File: src/rtl/cdb_arbiter.sv
// Round-robin arbiter for the common data bus: picks one completed FU result
// per cycle and broadcasts its index and ROB tag one cycle later.
module cdb_arbiter #(
  parameter int FU_NUM      = 4,
  parameter int ROB_TAG_LEN = 6,
  parameter int SEL_W       = $clog2(FU_NUM)
) (
  input  logic                                  clock,
  input  logic                                  reset_n,
  input  logic                                  flush,
  input  logic [FU_NUM-1:0]                     fu_req,
  input  logic [FU_NUM-1:0][ROB_TAG_LEN-1:0]    fu_rob_tag,
  output logic [FU_NUM-1:0]                     fu_grant,
  output logic                                  select_flag,
  output logic [SEL_W-1:0]                      select_signal,
  output logic [ROB_TAG_LEN-1:0]                ROB_tag,
  output logic [SEL_W-1:0]                      rr_ptr
);

  // One extra bit so rr_ptr + offset never overflows before the wrap compare.
  localparam logic [SEL_W:0]   FU_NUM_W = (SEL_W+1)'(FU_NUM);
  localparam logic [SEL_W-1:0] LAST_FU  = SEL_W'(FU_NUM - 1);

  logic                   found_s;
  logic [SEL_W-1:0]       win_s;
  logic [SEL_W:0]         idx_s;
  logic                   grant_vld_s;

  logic                   select_flag_q,   select_flag_d;
  logic [SEL_W-1:0]       select_signal_q, select_signal_d;
  logic [ROB_TAG_LEN-1:0] rob_tag_q,       rob_tag_d;
  logic [SEL_W-1:0]       rr_ptr_q,        rr_ptr_d;

  // Circular priority search starting at rr_ptr; first requester wins.
  always_comb begin
    found_s = 1'b0;
    win_s   = '0;
    idx_s   = '0;
    for (int k = 0; k < FU_NUM; k++) begin
      idx_s = {1'b0, rr_ptr_q} + (SEL_W+1)'(k);
      if (idx_s >= FU_NUM_W) begin
        idx_s = idx_s - FU_NUM_W;
      end else begin
        idx_s = idx_s;
      end
      if (!found_s && fu_req[idx_s[SEL_W-1:0]]) begin
        found_s = 1'b1;
        win_s   = idx_s[SEL_W-1:0];
      end else begin
        found_s = found_s;
      end
    end
  end

  // Grant is suppressed by flush and held off entirely while in reset.
  always_comb begin
    grant_vld_s = found_s && !flush && reset_n;
    fu_grant    = '0;
    for (int i = 0; i < FU_NUM; i++) begin
      if (grant_vld_s && (win_s == SEL_W'(i))) begin
        fu_grant[i] = 1'b1;
      end else begin
        fu_grant[i] = 1'b0;
      end
    end
  end

  // Next-state for the broadcast register and the round-robin pointer.
  always_comb begin
    select_flag_d   = 1'b0;
    select_signal_d = '0;
    rob_tag_d       = '0;
    rr_ptr_d        = rr_ptr_q;
    if (flush) begin
      rr_ptr_d = '0;
    end else if (grant_vld_s) begin
      select_flag_d   = 1'b1;
      select_signal_d = win_s;
      rob_tag_d       = fu_rob_tag[win_s];
      if (win_s == LAST_FU) begin
        rr_ptr_d = '0;
      end else begin
        rr_ptr_d = win_s + SEL_W'(1);
      end
    end else begin
      rr_ptr_d = rr_ptr_q;
    end
  end

  // State registers; reset drops any broadcast in flight immediately.
  always_ff @(posedge clock or negedge reset_n) begin
    if (!reset_n) begin
      select_flag_q   <= 1'b0;
      select_signal_q <= '0;
      rob_tag_q       <= '0;
      rr_ptr_q        <= '0;
    end else begin
      select_flag_q   <= select_flag_d;
      select_signal_q <= select_signal_d;
      rob_tag_q       <= rob_tag_d;
      rr_ptr_q        <= rr_ptr_d;
    end
  end

  assign select_flag   = select_flag_q;
  assign select_signal = select_signal_q;
  assign ROB_tag       = rob_tag_q;
  assign rr_ptr        = rr_ptr_q;

endmodule

File: config.mk
export PLATFORM = sky130hd
export DESIGN_NAME = cdb_arbiter
export DESIGN_NICKNAME = d
export VERILOG_FILES = /design/src/rtl/cdb_arbiter.sv
export SDC_FILE = /design/constraint.sdc
export NUM_CORES = 1
export LEC_CHECK = 0
export BUFFER_PORTS_ARGS = -buffer_cell sky130_fd_sc_hd__buf_4
export CAP_MARGIN = 20
export CORE_MARGIN = 2
export CORE_UTILIZATION = 40
export CTS_CLUSTER_DIAMETER = 120
export DETAILED_ROUTE_END_ITERATION = 8
export PLACE_DENSITY = 0.76
export SLEW_MARGIN = 20
export SYNTH_ARGS = -nofsm -noshare
export SYNTH_HDL_FRONTEND = slang
export SYNTH_SLANG_ARGS = --single-unit
File: constraint.sdc
create_clock -name clock -period 3 [get_ports clock]
set_input_delay 0.9 -clock clock [delete_from_list [all_inputs] [get_ports clock]]
set_output_delay 0.9 -clock clock [all_outputs]
set_load 0.01 [all_outputs]
==> flow_metrics.env <==
export IMPL_antenna_found_initial=0
export IMPL_vias=695
export IMPL_hpwlAfterDp_um=1490
export IMPL_slew_violations=0
export IMPL_maxCapViolations=0
export IMPL_synthCells=62
export IMPL_place_congestion=0.750
export IMPL_clkLatencyLatePin_ns=0.26
export IMPL_die_height_um=46.4
export IMPL_portBuffers=45
export IMPL_clk_pin_slew_worst_paths_ns=0.06
export IMPL_yosysUniqueCellTypes=23
export IMPL_track_usage=0.177
export IMPL_mappedNetlistArea_um2=718
export IMPL_placed_cells=141
export IMPL_fin_cells=145
export IMPL_finalSetupViolations=0
export IMPL_synth_mux_area_frac=0.197
export IMPL_place_ws_ns=-0.0780
export IMPL_syn_to_final_growth_pct=74.0
export IMPL_setup_slack_ns=0.0120
export IMPL_std_cell_rows=15
export IMPL_drt_iter0_drc=8
export IMPL_vias_per_cell=4.79
export IMPL_hold_class="primary input to asynchronous set/reset pin"
export IMPL_leakage_uw=0.000640
export IMPL_drc=0
export IMPL_ctsLongestPathBuffers=2
export IMPL_cts_root_buf="clkbuf_4"
export IMPL_ant_nets=0
export IMPL_crit_chain="buf_6 -> mux2_4 -> a22oi_2 -> o21a_2 -> inv_2 -> ha_2 -> and2_4 -> buf_6"
export IMPL_coreArea_um2=1710
export IMPL_power_density_nw_per_um2=365
export IMPL_cts_buffers_inserted=3
export IMPL_grt_remaining_overflow=0
export IMPL_fin_crit_ns=2.99
export IMPL_slowest_stage="mux2_4"
export IMPL_nets=156
export IMPL_wl_per_cell_um=12.6
export IMPL_cp_slowest_stage_delay_ns=0.26
export IMPL_critical_path_arrival_ns=2.09
export IMPL_crit_path_end_kind="primary output"
export IMPL_fin_tns_setup_ns=0
export IMPL_synth_top_family_by_area="multiplexers"
export IMPL_cp_start_kind="primary input"
export IMPL_max_clock_freq_mhz=335
export IMPL_relSlewSlack=0.770
export IMPL_critPathKind="primary input to primary output"
export IMPL_run_status="finished, final reports clean"
export IMPL_skew_ns=0.000849
export IMPL_seq_area_frac_synth=0.383
export IMPL_ios=46
export IMPL_worst_hold_slack_ns=0.466
export IMPL_final_cell_mix="buf_4, mux2i_1, dfrtp_1"
export IMPL_worstMarginPinSlew_ns=0.344
export IMPL_grt_max_degree=13
export IMPL_syn_avg_cell_area_um2=11.6
export IMPL_cpMostUsedCell="buf_6"
export IMPL_synth_compound_area_frac=0.193
export IMPL_postCtsHoldBufs=0
export IMPL_ir_drop_mv=0.218
export IMPL_grt_first_pass_wirelength_um=2640
export IMPL_crit_required_ns=2.10
export IMPL_cts_sinks=11
export IMPL_synth_seq_cells=11
export IMPL_yosysWarnings=0
export IMPL_finalHoldViolCount=0
export IMPL_final_common_cell="buf_4"
export IMPL_drive_above_1_share=0.642
export IMPL_synth_simple_area_share=0.0871
export IMPL_h_tree_depth=1
export IMPL_synth_xor_area_share=0
export IMPL_fin_util=0.732
export IMPL_first_pass_iters=3
export IMPL_synth_fa_ha_area_frac=0.0697
export IMPL_start_util=0.421
export IMPL_fp_dieW_um=46.4
export IMPL_rsz0062_at_grt="true"
export IMPL_finalCritPeriodShare=0.996
export IMPL_path_max_fanout=3
export IMPL_die_area_um2=2150
export IMPL_syn_nets=97
export IMPL_diodes=0
export IMPL_cts_tree="yes"
export IMPL_wirelength_um=1830
export IMPL_grt_pass1_vias=657
export IMPL_post_cts_buffers=0
## worst max-delay path, delay by kind of cell
family,cells,cell delay [ns]
AOI/OAI and AO/OA,2,0.37
buffers and inverters,3,0.27
muxes,1,0.26
adders and majority gates,1,0.16
and+or+nand+nor,1,0.13
## logic make-up (layout without fill, tap and decap cells)
| logic type | after synthesis | after routing |
|---|---|---|
| simple gates | 11 | 11 |
| buf+inv | 7 | 65 |
| flops | 11 | 11 |
| fa+ha+maj | 4 | 4 |
| mux | 14 | 14 |
| compound gates | 15 | 15 |
## per-layer routing
layer / GRT usage / wire length [um] / vias up
met1: 0.187 / 707 / 329
met3: 0.0588 / 115 / 0
met2: 0.328 / 1000 / 29
met4: 0.0514 / 0 / 0
li1: - / - / 337
met5: 0 / 0 / -
## worst paths after layout
path | from | to | slack, ns | depth (start not counted)
max | fu_req[0] | fu_grant[2] | 0.01 | 8
min | reset_n | select_signal[1]$_DFF_PN0_ | 0.47 | 1
max reg2reg | rr_ptr[1]$_DFFE_PN0P_ | rr_ptr[1]$_DFFE_PN0P_ | 1.21 | 7
min reg2reg | rr_ptr[0]$_DFFE_PN0P_ | rr_ptr[0]$_DFFE_PN0P_ | 0.66 | 2
max in group asynchronous | reset_n | select_flag$_DFF_PN0_ | 2.38 | 1
min in group clock | rr_ptr[0]$_DFFE_PN0P_ | rr_ptr[0]$_DFFE_PN0P_ | 0.66 | 2
## metrics by stage
step	cell area (um^2)	power, uW
2_1_floorplan	718	257
3_3_place_gp	1140	336
3_5_place_dp	1140	342
4_1_cts	1210	454
5_1_grt	1250	482
6_report	1250	456
## where the power goes
part	total (uW)	leakage (uW)	internal, uW	switching [uW]
Combinational	191	0.000478	110	81.7
Sequential	168	0.000148	160	7.87
Clock	97.3	0.0000150	51.4	45.9
Total	456	0.000640	321	135
## repair_timing
action,4_1_cts,5_1_grt
endpoints found under the hold margin,0,0
pin swaps,1,3
resized for setup,13,7
endpoints found under the setup margin,4,4
## synth_stat cells
cell type | number | area, um^2
nor2_1 | 4 | 15.0
inv_2 | 1 | 3.75
nand2_2 | 1 | 6.26
ha_1 | 4 | 50.1
o41ai_4 | 1 | 27.5
mux2_1 | 1 | 11.3
o21a_2 | 1 | 8.76
dfrtp_1 | 11 | 275
a211oi_1 | 1 | 7.51
buf_6 | 1 | 11.3
a21oi_1 | 1 | 5.00
nand2_4 | 1 | 11.3
o22ai_1 | 6 | 37.5
a21oi_2 | 1 | 8.76
a22oi_1 | 1 | 7.51
mux2i_1 | 13 | 130
buf_12 | 1 | 20.0
nor3_1 | 1 | 5.00
a21boi_0 | 1 | 7.51
o2bb2a_4 | 1 | 20.0
inv_1 | 4 | 15.0
o21ai_2 | 1 | 8.76
and2_1 | 4 | 25.0
## flip-flops by register name, summed over array words and instances, names as in the netlist
name / count
select_flag: 1
select_signal: 2
rr_ptr: 2
ROB_tag: 6
## area by class of cell
| cell class | count | area [um^2] |
|---|---|---|
| Fill cell | 126 | 458 |
| Sequential cell | 11 | 275 |
| Multi-Input combinational cell | 44 | 452 |
| Timing Repair Buffer | 56 | 447 |
| Inverter | 5 | 18.8 |
| Clock buffer | 4 | 26.3 |
| Tap cell | 25 | 31.3 |
Power figures use the tool's default switching activity.
